<file path="src/rtl/uart_rx_core.sv">
// ============================================================================
// Module   : uart_rx_core
// Purpose  : Oversampling UART receiver. The serial line is synchronised,
//            majority-voted over three samples and framed by a bit-period
//            counter. Good frames are delivered on rx_data with a one-cycle
//            rx_status pulse. Bad stop bits raise frame_err and park the FSM
//            in BREAK until the line returns high.
// Revision : 1.0 - initial release
// ----------------------------------------------------------------------------
// Parameters
//   OVERSAMPLE : clk16 cycles per bit period (default 16)
//   DATA_BITS  : data bits per frame, LSB first (default 8)
// Ports
//   clk16      in   16x baud oversample clock, rising edge
//   reset      in   asynchronous, active-low reset
//   uart_rx    in   asynchronous serial line, idle high
//   rx_data    out  last correctly framed word, held until the next good frame
//   rx_status  out  one-cycle pulse per good frame
//   frame_err  out  stop bit sampled low on the last completed frame
//   parity_err out  even-parity mismatch on the last completed frame
//   busy       out  high whenever the FSM is not in IDLE
// Build option
//   UART_RX_PARITY_EN : when defined, an even-parity bit follows the data
//                       bits. When undefined the format is 8N1 and
//                       parity_err is tied to 0.
// ============================================================================
`default_nettype none

module uart_rx_core #(
  parameter int OVERSAMPLE = 16,
  parameter int DATA_BITS  = 8
) (
  input  logic                 clk16,
  input  logic                 reset,
  input  logic                 uart_rx,
  output logic [DATA_BITS-1:0] rx_data,
  output logic                 rx_status,
  output logic                 frame_err,
  output logic                 parity_err,
  output logic                 busy
);

  localparam int CNT_W = (OVERSAMPLE > 1) ? $clog2(OVERSAMPLE) : 1;
  localparam int IDX_W = (DATA_BITS > 1) ? $clog2(DATA_BITS) : 1;

  // Last count of a bit period, and the count that lands mid start bit.
  localparam logic [CNT_W-1:0] CNT_LAST = CNT_W'(OVERSAMPLE - 1);
  localparam logic [CNT_W-1:0] CNT_MID  = CNT_W'(OVERSAMPLE / 2 - 1);
  localparam logic [IDX_W-1:0] IDX_LAST = IDX_W'(DATA_BITS - 1);

  typedef enum logic [2:0] {
    IDLE   = 3'd0,
    START  = 3'd1,
    DATA   = 3'd2,
`ifdef UART_RX_PARITY_EN
    PARITY = 3'd3,
`endif
    STOP   = 3'd4,
    BREAK  = 3'd5
  } state_e;

  // --------------------------------------------------------------------------
  // Registers
  // --------------------------------------------------------------------------
  state_e                 state_q,      state_d;
  logic [CNT_W-1:0]       cnt_q,        cnt_d;
  logic [IDX_W-1:0]       idx_q,        idx_d;
  logic [DATA_BITS-1:0]   data_q,       data_d;
  logic [DATA_BITS-1:0]   rx_data_q,    rx_data_d;
  logic                   rx_status_q,  rx_status_d;
  logic                   frame_err_q,  frame_err_d;
  logic [1:0]             sync_q;
  logic [2:0]             vote_q;
  logic                   voted_prev_q;
`ifdef UART_RX_PARITY_EN
  logic                   parity_bit_q, parity_bit_d;
  logic                   parity_err_q, parity_err_d;
`endif

  // Majority of the three most recent synchronised samples; a single-cycle
  // glitch on the line cannot flip this.
  logic voted;
  assign voted = (vote_q[0] & vote_q[1]) |
                 (vote_q[0] & vote_q[2]) |
                 (vote_q[1] & vote_q[2]);

  // Incoming sample joined onto the data word; the upper DATA_BITS bits are
  // the word shifted right by one with the new bit at the MSB, so after
  // DATA_BITS samples the first-received bit sits at the LSB.
  logic [DATA_BITS:0] data_ext;
  assign data_ext = {voted, data_q};

  // --------------------------------------------------------------------------
  // Input synchroniser and vote shift register. Reset to the idle level so
  // that a line already low at release is seen as a fresh falling edge.
  // --------------------------------------------------------------------------
  always_ff @(posedge clk16 or negedge reset) begin
    if (!reset) begin
      sync_q       <= 2'b11;
      vote_q       <= 3'b111;
      voted_prev_q <= 1'b1;
    end else begin
      sync_q       <= {sync_q[0], uart_rx};
      vote_q       <= {vote_q[1:0], sync_q[1]};
      voted_prev_q <= voted;
    end
  end

  // --------------------------------------------------------------------------
  // FSM and datapath state register
  // --------------------------------------------------------------------------
  always_ff @(posedge clk16 or negedge reset) begin
    if (!reset) begin
      state_q      <= IDLE;
      cnt_q        <= '0;
      idx_q        <= '0;
      data_q       <= '0;
      rx_data_q    <= '0;
      rx_status_q  <= 1'b0;
      frame_err_q  <= 1'b0;
`ifdef UART_RX_PARITY_EN
      parity_bit_q <= 1'b0;
      parity_err_q <= 1'b0;
`endif
    end else begin
      state_q      <= state_d;
      cnt_q        <= cnt_d;
      idx_q        <= idx_d;
      data_q       <= data_d;
      rx_data_q    <= rx_data_d;
      rx_status_q  <= rx_status_d;
      frame_err_q  <= frame_err_d;
`ifdef UART_RX_PARITY_EN
      parity_bit_q <= parity_bit_d;
      parity_err_q <= parity_err_d;
`endif
    end
  end

  // --------------------------------------------------------------------------
  // Next-state and datapath logic
  // --------------------------------------------------------------------------
  always_comb begin
    state_d      = state_q;
    cnt_d        = cnt_q;
    idx_d        = idx_q;
    data_d       = data_q;
    rx_data_d    = rx_data_q;
    rx_status_d  = 1'b0;
    frame_err_d  = frame_err_q;
`ifdef UART_RX_PARITY_EN
    parity_bit_d = parity_bit_q;
    parity_err_d = parity_err_q;
`endif

    case (state_q)
      IDLE: begin
        cnt_d = '0;
        idx_d = '0;
        if (voted_prev_q && !voted) begin
          state_d = START;
        end
      end

      // Re-check the line half a bit in; a high line here was a glitch.
      START: begin
        if (cnt_q == CNT_MID) begin
          cnt_d   = '0;
          state_d = voted ? IDLE : DATA;
        end else begin
          cnt_d = cnt_q + CNT_W'(1);
        end
      end

      // From mid start bit, a full period lands every sample mid bit.
      DATA: begin
        if (cnt_q == CNT_LAST) begin
          cnt_d  = '0;
          data_d = data_ext[DATA_BITS:1];
          if (idx_q == IDX_LAST) begin
            idx_d = '0;
`ifdef UART_RX_PARITY_EN
            state_d = PARITY;
`else
            state_d = STOP;
`endif
          end else begin
            idx_d = idx_q + IDX_W'(1);
          end
        end else begin
          cnt_d = cnt_q + CNT_W'(1);
        end
      end

`ifdef UART_RX_PARITY_EN
      PARITY: begin
        if (cnt_q == CNT_LAST) begin
          cnt_d        = '0;
          parity_bit_d = voted;
          state_d      = STOP;
        end else begin
          cnt_d = cnt_q + CNT_W'(1);
        end
      end
`endif

      // Error flags are refreshed on every stop sample, good or bad. Data is
      // delivered on a good stop bit even when parity is wrong.
      STOP: begin
        if (cnt_q == CNT_LAST) begin
          cnt_d = '0;
`ifdef UART_RX_PARITY_EN
          parity_err_d = ^{data_q, parity_bit_q};
`endif
          if (voted) begin
            rx_data_d   = data_q;
            frame_err_d = 1'b0;
            rx_status_d = 1'b1;
            state_d     = IDLE;
          end else begin
            frame_err_d = 1'b1;
            state_d     = BREAK;
          end
        end else begin
          cnt_d = cnt_q + CNT_W'(1);
        end
      end

      // Line held low past the frame: wait for idle before hunting for a
      // start edge again.
      BREAK: begin
        cnt_d = '0;
        idx_d = '0;
        if (voted) begin
          state_d = IDLE;
        end
      end

      default: begin
        cnt_d   = '0;
        idx_d   = '0;
        state_d = IDLE;
      end
    endcase
  end

  // --------------------------------------------------------------------------
  // Outputs
  // --------------------------------------------------------------------------
  assign rx_data   = rx_data_q;
  assign rx_status = rx_status_q;
  assign frame_err = frame_err_q;
  assign busy      = (state_q != IDLE);

`ifdef UART_RX_PARITY_EN
  assign parity_err = parity_err_q;
`else
  assign parity_err = 1'b0;
`endif

endmodule

`default_nettype wire

</file>
<file path="config.mk">
export PLATFORM = sky130hd
export DESIGN_NAME = uart_rx_core
export DESIGN_NICKNAME = d
export VERILOG_FILES = /design/src/rtl/uart_rx_core.sv
export SDC_FILE = /design/constraint.sdc
export NUM_CORES = 1
export LEC_CHECK = 0
export ABC_AREA = 1
export BUFFER_PORTS_ARGS = -buffer_cell sky130_fd_sc_hd__buf_2
export CAP_MARGIN = 20
export CORE_ASPECT_RATIO = 0.75
export CORE_MARGIN = 5
export CORE_UTILIZATION = 40
export DETAILED_ROUTE_END_ITERATION = 8
export PLACE_DENSITY_LB_ADDON = 0.3
export SETUP_SLACK_MARGIN = 0.1
export SYNTH_ARGS = -nofsm -noshare
export SYNTH_HDL_FRONTEND = slang
export SYNTH_SLANG_ARGS = --single-unit
</file>
<file path="constraint.sdc">
create_clock -name clk16 -period 1.5 [get_ports clk16]
set_input_delay 0.225 -clock clk16 [delete_from_list [all_inputs] [get_ports clk16]]
set_output_delay 0.225 -clock clk16 [all_outputs]
set_load 0.03 [all_outputs]
</file>
==> results of run 1 <==
## cell type report
cell class / instances / area, um^2
clock buffers: 5 / 68.8
clock inverters: 3 / 21.3
fillers: 337 / 1700
inverters: 26 / 108
multi-input cells: 102 / 676
flip-flops and latches: 34 / 861
well taps: 52 / 65.1
repair buffers: 29 / 235
## power groups by stage
stage | Combinational [mW] | Clock [mW] | Sequential [mW]
6_report | 1.19 | 0.668 | 1.12
5_1_grt | 1.29 | 0.741 | 1.14
3_3_place_gp | 0.731 | 0 | 1.13
2_1_floorplan | 0.660 | 0 | 1.08
4_1_cts | 0.940 | 0.685 | 1.12
3_5_place_dp | 0.780 | 0 | 1.13
## per-stage QoR
stage	utilization	instances	hold slack [ns]
floorplan	-	164	-0.0706
global placement	0.449	226	0.263
detailed placement	0.449	226	0.283
CTS	0.493	239	0.0236
global route	0.545	251	0.0123
finish	0.545	251	0.0307
## worst paths after layout
check	depth (start not counted)	endpoint	slack, ns
max in group asynchronous	3	vote_q[2]	0.67
setup reg to reg	9	state_q[1]	0.15
min in group asynchronous	3	data_q[5]	0.50
hold reg to reg	0	vote_q[0]	0.36
setup / recovery	5	busy	0.10
hold / removal	1	sync_q[0]	0.03
## cell usage after synthesis (all sizes together)
library cell / instances / area share
nand2: 41 / 0.11
dfrtp: 28 / 0.44
inv: 26 / 0.062
o21ai: 19 / 0.079
nand3: 15 / 0.070
nor2: 13 / 0.047
dfstp: 6 / 0.10
buf: 4 / 0.024
a21oi: 3 / 0.014
ha: 3 / 0.024
a21boi: 1 / 0.0048
conb: 1 / 0.0024
nand3b: 1 / 0.0048
nor3: 1 / 0.0032
xnor2: 1 / 0.0056
xor2: 1 / 0.0056
## metal layers
metal  GRT usage  routed length, um  vias up  part of all wire
met5           0                  0        -                 0
met4      0.0394                 36        0             0.011
met3      0.0590                128        4             0.041
met2       0.188               1490       15              0.48
met1       0.166               1480      551              0.47
li1            -                  -      584                 -
## what timing repair did
item,CTS,global route
endpoints found under the hold margin,28,0
setup buffers,4,10
setup endpoints to repair,17,26
pin swaps,3,10
hold buffers,1,0
cloned,0,2
gates resized for setup,9,20
## worst max-delay path, stage by stage (launching register included)
cell and delay (ns):
dfrtp_1 0.43, nor2_4 0.14, inv_2 0.05, nor2_4 0.09, inv_2 0.05, buf_6 0.13
## kinds of logic after synthesis
group	count (synthesis)	synth area share
buf+inv	30	0.0858
compound gates	23	0.0985
xor+xnor	2	0.0111
other cells	1	0.00238
fa+ha+maj	3	0.0238
simple gates	71	0.234
flops	34	0.545
## sequential cells by signal, indices dropped and copies added (netlist names)
name / count
rx_data: 8
cnt_q: 4
idx_q: 3
voted_prev_q: 1
vote_q: 3
frame_err: 1
data_q: 8
sync_q: 2
state_q: 3
rx_status: 1
==> results.md, run 1 <==
* Power density over cell area at about 1500 nW/um^2
* CP Data Arrival Time at 1.17 ns
* Vias in the first global route at 1115
* FF+latch count, synth at 34
* Area Overhead vs Synth at 29.2%
* Core Area at 3730 um^2
* Global-route wire length before repair at 5090 um
* Setup crit end kind: output port
* Pint at 1.82 mW
* H-tree levels at 2
* Yosys warning count at 0
* CTS root buf: clkbuf_8
* CP max FO at 2
* Worst path required time at roughly 1.3 ns
* Final WL at around 3100 um
* Placed instance area at 1680 um^2
* Dpl ws at roughly 0.026 ns
* Initial antenna violation count at 0
* Drt via density at 4.60
* Highest clock rate at 716 MHz
* Clock Tree Buf Depth at 2
* Clk sink count at 34
* GPL Wtd Cong at 0.788
* Worst-path clk slew at 0.07 ns
* # diodes at 0
* Fin nets at 204
* Share of cells above drive strength 1 at 0.417
* IO Port Bufs at 13
* Logic pwr share at 0.398
* DP HPWL at 1990 um
* Synth Area per Inst at 9.61 um^2
* Critical Path Start Type: flip-flop
* Max rail drop VDD at 0.729 mV
* Setup TNS at 0 ns
* Gr usage total at 0.128
* Tot Pwr at 2.98 mW
* Sequential area share after synthesis at 0.545
* Worst skew pair latency at 0.29 ns
* Reg-to-reg startpoint: state_q[1]
* Die W at 82.5 um
* Commonest non-fill, non-tap cells in the layout: nand2_1 (34), dfrtp_1 (26), inv_1 (19), buf_2 (12), buf_4 (11)
* Pins Over Slew Limit at 0
* Grt ovf at 0
* Clock Power Share at 0.224
* Netlist cell types at 27
* Final setup margin at ~0.10 ns
* Leakage power at 0.982 nW
* Switch share at 0.389
* Critical Path Start: state_q[1]
* Tmin final at around 1.4 ns
* Drt drc at 0
* Boundary Pins at 15
* Sequential share of power at 0.377
* Cell count after synthesis at 164
* Net Switching at 1.16 mW
* Max-cap violations at 0
* Number of CTS-inserted buffers at 5
* Starting Density at 0.422
* Post-Syn Nets at 170
* Critical path type: flip-flop to output port
* Die H at around 64 um
* Final setup vio count at 0
* DR iter-0 viols at 25
* Drt wl/cell at approximately 13 um
* Pin count of the biggest net entering global routing at 35
* Tcrit/Tclk final at 0.931
* Design Area, Final at around 2000 um^2
* FP Rows at 19
* First-pass DRT Iterations at 4
* Cell Area, Synth at approximately 1600 um^2
* Final Hold Violating Endpoints at 0
* Most common cell after layout, fill and taps aside: nand2_1
* Min-Delay Startpoint: uart_rx
* RSZ-0062 raised after global routing: yes
* Result of the run: finished, final reports clean
* TritonCTS clock tree: done
* Detailed-route via count at 1154
* Hold WC Path Type: input pin to flip-flop
* Final antenna-violating net count at 0
* Die area at 5310 um^2
* Clock Skews at 0.00658 ns
Note: power is estimated with default switching activity, not from simulation.
==> run 2: changes to the inputs <==
RECOVER_POWER = 50   (was default)
==> run 2 against run 1 <==
Net effect:
- non-clock buffer count is the same
- sequential power about the same
- final area shrank 0.12%
- sequential share of layout area grew 0.052 points
- clock skew barely moved
- utilization shrank 0.067 points
- largest cell class unchanged
==> results.md, run 2 (synthesis results as in run 1) <==
* Result of the run: finished, final reports clean
* Clock Power Share at 0.224 (about the same)
* Core Area at 3730 um^2 (unchanged)
* Area Overhead vs Synth at 29.0%
* Global-route wire length before repair at 5090 um (unchanged)
* Placed insts at 226 (unchanged)
* Fin nets at 204 (unchanged)
* Clk sink count at 34 (unchanged)
* Tmin final at 1.40 ns (-0.0000260 ns)
* Fillers at 338 (+0.30%)
* FP Rows at 19 (unchanged)
* Min-Delay Startpoint: uart_rx
* Worst skew pair latency at 0.29 ns (about the same)
* Die W at 82.5 um (unchanged)
* CTS root buf: clkbuf_8
* Final Hold Violating Endpoints at 0 (unchanged)
* Number of CTS-inserted buffers at 5 (unchanged)
* Highest clock rate at 716 MHz (about the same)
* Tcrit/Tclk final at 0.931 (about the same)
* Critical Path Start Type: flip-flop
* Final antenna-violating net count at 0 (unchanged)
* Detailed-route via count at 1156 (+0.17%)
* Utilization after layout at 0.544 (-0.000671)
* Met2 Resource Use GR at 0.188 (unchanged)
* Multi-input gate area at 676 um^2 (unchanged)
* Reg-to-reg startpoint: vote_q[0]
* Final Non-Filler Cells at 251 (unchanged)
* Setup TNS at 0 ns (unchanged)
* GRT Max-Usage Layer: met2
* Switch share at 0.389 (about the same)
* Hold Path Sink: sync_q[0]
* Worst path required time at 1.27 ns (about the same)
* Met3 usage at 0.0590 (unchanged)
* Sequential share of power at 0.377 (about the same)
* Boundary Pins at 15 (unchanged)
* Die area at 5310 um^2 (unchanged)
* Vias in the first global route at 1115 (unchanged)
* Placed instance area at 1680 um^2 (unchanged)
* Dpl ws at 0.0259 ns (unchanged)
* Die H at 64.3 um (unchanged)
* Tot Pwr at 2.98 mW (about the same)
* Slew @ Worst Pin at 0.821 ns
* Drt drc at 0 (unchanged)
* Max rail drop VDD at 0.729 mV (about the same)
* GPL Wtd Cong at 0.788 (unchanged)
* Slew margin rel. at 0.453
* Hold slack at 0.0307 ns (+0.0000861 ns)
* DP HPWL at 1990 um (unchanged)
* Pin count of the biggest net entering global routing at 35 (unchanged)
* Reg-to-Reg End: state_q[2]
* Leakage power at 0.981 nW (-0.18%)
* H-tree levels at 2 (unchanged)
* Met1 usage at 0.166 (unchanged)
* Commonest non-fill, non-tap cells in the layout: nand2_1 (34), dfrtp_1 (26), inv_1 (19), buf_2 (12), buf_4 (10)
* Hold path depth at 1 (unchanged)
* Setup crit end kind: output port
* Reg area at 861 um^2 (unchanged)
* Worst R2R Setup Slack at 0.13 ns (-0.02 ns)
* Clock Tree Buf Depth at 2 (unchanged)
* Final setup margin at 0.103 ns (+0.0000260 ns)
* CP Data Arrival Time at 1.17 ns (about the same)
* Share of cells above drive strength 1 at 0.407 (-0.0101)
* Final setup vio count at 0 (unchanged)
* Logic pwr share at 0.398 (about the same)
* TritonCTS clock tree: done
* Initial antenna violation count at 0 (unchanged)
* Critical path type: flip-flop to output port
* RSZ-0062 raised after global routing: yes
* Clock Skews at 0.00657 ns (-0.00000111 ns)
* Most common cell after layout, fill and taps aside: nand2_1
* Drt via density at 4.61 (+0.17%)
* CP max FO at 2 (unchanged)
* Gr usage total at 0.128 (unchanged)
* Hold WC Path Type: input pin to flip-flop
* Drt wl/cell at 12.5 um (about the same)
* DR iter-0 viols at 25 (unchanged)
* Grt ovf at 0 (unchanged)
* Final WL at 3140 um (about the same)
* IO Port Bufs at 13 (unchanged)
* Pins Over Slew Limit at 0 (unchanged)
* Reg2Reg Depth at 7 (-2)
* Net Switching at 1.16 mW (about the same)
* Worst-path clk slew at 0.07 ns (about the same)
* Power density over cell area at 1470 nW/um^2 (about the same)
* Design Area, Final at 2030 um^2 (-0.12%)
* Starting Density at 0.422 (unchanged)
* # diodes at 0 (unchanged)
* First-pass DRT Iterations at 4 (unchanged)
* Max-cap violations at 0 (unchanged)
* Pint at 1.82 mW (-0.12%)
run 2: layout make-up:
cell class,instances,share of cell area
Clock inverter,3,0.0105
Inverter,26,0.0530
Tap cell,52,0.0320
Clock buffer,5,0.0339
Sequential cell,34,0.424
Timing Repair Buffer,29,0.115
Multi-Input combinational cell,102,0.333
run 2: power by group through the flow:
stage	clock network, mW	registers [mW]	logic, mW
global placement	0	1.13	0.731
finish	0.668	1.12	1.19
floorplan	0	1.08	0.660
global route	0.741	1.14	1.29
CTS	0.685	1.12	0.940
detailed placement	0	1.13	0.780
run 2: what timing repair did:
item	CTS	global route
cloned	0	2
gates resized for setup	9	20
pin swaps	3	10
hold endpoints to repair	28	0
hold buffers	1	0
setup buffers	4	10
setup endpoints to repair	17	26
run 2: how the worst max path moves through the flow:
stage               slack, ns       start    endpoint
floorplan                0.20    cnt_q[0]  rx_data[6]
global placement         0.12    cnt_q[0]  rx_data[2]
detailed placement       0.03    cnt_q[0]  rx_data[4]
CTS                      0.07  state_q[0]        busy
global route             0.02   vote_q[0]  state_q[1]
finish                   0.10  state_q[1]        busy
run 2: critical path: stages (launching register included):
cell and delay, ns:
dfrtp_1 0.43, nor2_4 0.14, inv_2 0.05, nor2_4 0.09
inv_2 0.05, buf_6 0.13
run 2: routing by layer:
metal | part of all wire | vias to the layer above
met5 | 0 | -
met4 | 0.011 | 0
met3 | 0.041 | 4
met2 | 0.48 | 15
met1 | 0.47 | 553
li1 | - | 584
==> run 3: changes to the inputs <==
CORE_UTILIZATION = 25   (was 40)
PLACE_DENSITY = 0.49   (was default)
PLACE_DENSITY_LB_ADDON = default   (was 0.3)
==> run 3 against run 2 <==
Net effect:
- final area up 0.92%
- worst setup slack worse by 0.018 ns
- first-iteration DRC count stayed put
- critical path type is now flip-flop to flip-flop
- critical endpoint is now state_q[1]
- highest routed layer unchanged
==> results.md, run 3 (synthesis results as in run 1) <==
* Result of the run: finished, final reports clean
* Die area at 8010 um^2 (+51%)
* Max-cap violations at 0 (unchanged)
* Drt via density at 4.01 (-13%)
* Tmin final at 1.42 ns (+0.0180 ns)
* Max layer used: met4
* Most common cell after layout, fill and taps aside: nand2_1
* Gr usage total at 0.0834 (-0.0443)
* Met1 wire length at 1630 um (+10%)
* Pins Over Slew Limit at 0 (unchanged)
* Leakage power at 0.976 nW (-0.42%)
* TritonCTS clock tree: done
* Commonest non-fill, non-tap cells in the layout: nand2_1 (33), dfrtp_1 (27), inv_1 (19), buf_2 (12)
* Setup TNS at 0 ns (unchanged)
* Worst-path clk slew at 0.07 ns (about the same)
* H-tree levels at 2 (unchanged)
* Tot Pwr at 3.08 mW (+3.6%)
* CP max stage cell: dfrtp_1
* Power density over cell area at 1500 nW/um^2 (+2.6%)
* Final setup vio count at 0 (unchanged)
* Pin count of the biggest net entering global routing at 35 (unchanged)
* Hold slack at 0.0361 ns (+0.00536 ns)
* Metal2 WL at 1490 um (-0.54%)
* Hold WC Path Type: input pin to flip-flop
* Bufs and invs on worst path at 2 (-1)
* Grt ovf at 0 (unchanged)
* CP max FO at 3 (+1)
* Final setup margin at 0.0850 ns (-0.0180 ns)
* Core Area at 6220 um^2 (+67%)
* Initial antenna violation count at 0 (unchanged)
* Global-route wire length before repair at 5130 um (+0.67%)
* Slew margin rel. at 0.436 (-0.0167)
* Final antenna-violating net count at 0 (unchanged)
* Worst stage delay on the critical path at 0.39 ns (-0.04 ns)
* Clock Skews at 0.00205 ns (-0.00452 ns)
* Slew @ Worst Pin at 0.846 ns (+0.0250 ns)
* Worst path required time at 1.67 ns (+0.40 ns)
* Routed length on met3 at 138 um (+7.8%)
* Highest clock rate at 707 MHz (-1.3%)
* Drt drc at 0 (unchanged)
* DR iter-0 viols at 25 (unchanged)
* First-pass DRT Iterations at 4 (unchanged)
* Fillers at 643 (+90%)
* Number of CTS-inserted buffers at 5 (unchanged)
* Critical path type: flip-flop to flip-flop
* Vias in the first global route at 1051 (-5.7%)
* Setup crit end kind: flip-flop
* CP Data Arrival Time at 1.59 ns (+0.42 ns)
* DP HPWL at 1930 um (-2.8%)
* RSZ-0062 raised after global routing: yes
* Die W at 102 um (+23%)
* Clk sink count at 34 (unchanged)
* Starting Density at 0.253 (-0.169)
* Clock Tree Buf Depth at 2 (unchanged)
* Tcrit/Tclk final at 0.943 (+0.0120)
* Critical Path Start Type: flip-flop
* Detailed-route via count at 1120 (-3.1%)
* CTS root buf: clkbuf_8
* Final WL at 3280 um (+4.4%)
* Fin nets at 203 (-0.49%)
* GPL Wtd Cong at 0.786 (-0.23%)
* FP Rows at 25 (+6)
* Area Overhead vs Synth at 30.2%
* CP delay by family, top: flip-flops
* Final Hold Violating Endpoints at 0 (unchanged)
* Boundary Pins at 15 (unchanged)
* Drt wl/cell at 11.7 um (-6.1%)
* Dpl ws at 0.0639 ns (+0.0381 ns)
* Max rail drop VDD at 0.405 mV (-44%)
* Worst skew pair latency at 0.28 ns (about the same)
* Share of cells above drive strength 1 at 0.409 (+0.00206)
* # diodes at 0 (unchanged)
* Die H at 78.7 um (+22%)
* IO Port Bufs at 13 (unchanged)
* Cell Chain, Critical Path: ha_2 -> ha_1 -> inv_1 -> nand3_2 -> nand2_2 -> nor2_4 -> buf_4 -> nand3_1 -> nand2_1
run 3: final timing paths:
| check | startpoint | endpoint | slack (ns) | depth (start not counted) |
|---|---|---|---|---|
| max | idx_q[1] | state_q[1] | 0.08 | 9 |
| max reg2reg | idx_q[1] | state_q[1] | 0.08 | 9 |
| min reg2reg | sync_q[0] | sync_q[1] | 0.36 | 0 |
| min in group asynchronous | reset | state_q[2] | 0.66 | 3 |
| max in group asynchronous | reset | state_q[2] | 0.27 | 3 |
| min | uart_rx | sync_q[0] | 0.04 | 1 |
run 3: what timing repair did:
item                                    CTS  global route
hold buffers                              1             0
hold endpoints to repair                 28             0
endpoints found under the setup margin   14            25
setup buffers                             6             7
gates cloned                              1             0
resized for setup                         7            19
pin swaps                                 4            12
run 3: area by class of cell:
| class | instances | area [um^2] | area share |
|---|---|---|---|
| inverters | 26 | 103 | 0.0500 |
| repair buffers | 29 | 228 | 0.111 |
| clock inverters | 2 | 12.5 | 0.00610 |
| well taps | 81 | 101 | 0.0494 |
| multi-input cells | 101 | 664 | 0.324 |
| flip-flops and latches | 34 | 860 | 0.419 |
| clock buffers | 6 | 82.6 | 0.0403 |
run 3: stage by stage:
| stage | instances | cell area (um^2) | util |
|---|---|---|---|
| 2_1_floorplan | 164 | 1580 | - |
| 3_3_place_gp | 257 | 1730 | 0.277 |
| 3_5_place_dp | 257 | 1730 | 0.277 |
| 4_1_cts | 273 | 1920 | 0.309 |
| 5_1_grt | 279 | 2050 | 0.329 |
| 6_report | 279 | 2050 | 0.329 |
run 3: layer usage:
metal	vias up	GRT usage
met5	-	0
met4	0	0.0239
met3	2	0.0316
met2	15	0.117
met1	527	0.119
li1	576	-
run 3: where the power goes:
group | total [mW] | leakage (nW) | internal, mW | switching, mW
clock network | 0.709 | 0.0472 | 0.369 | 0.340
logic | 1.29 | 0.482 | 0.547 | 0.742
registers | 1.09 | 0.447 | 1.01 | 0.0766
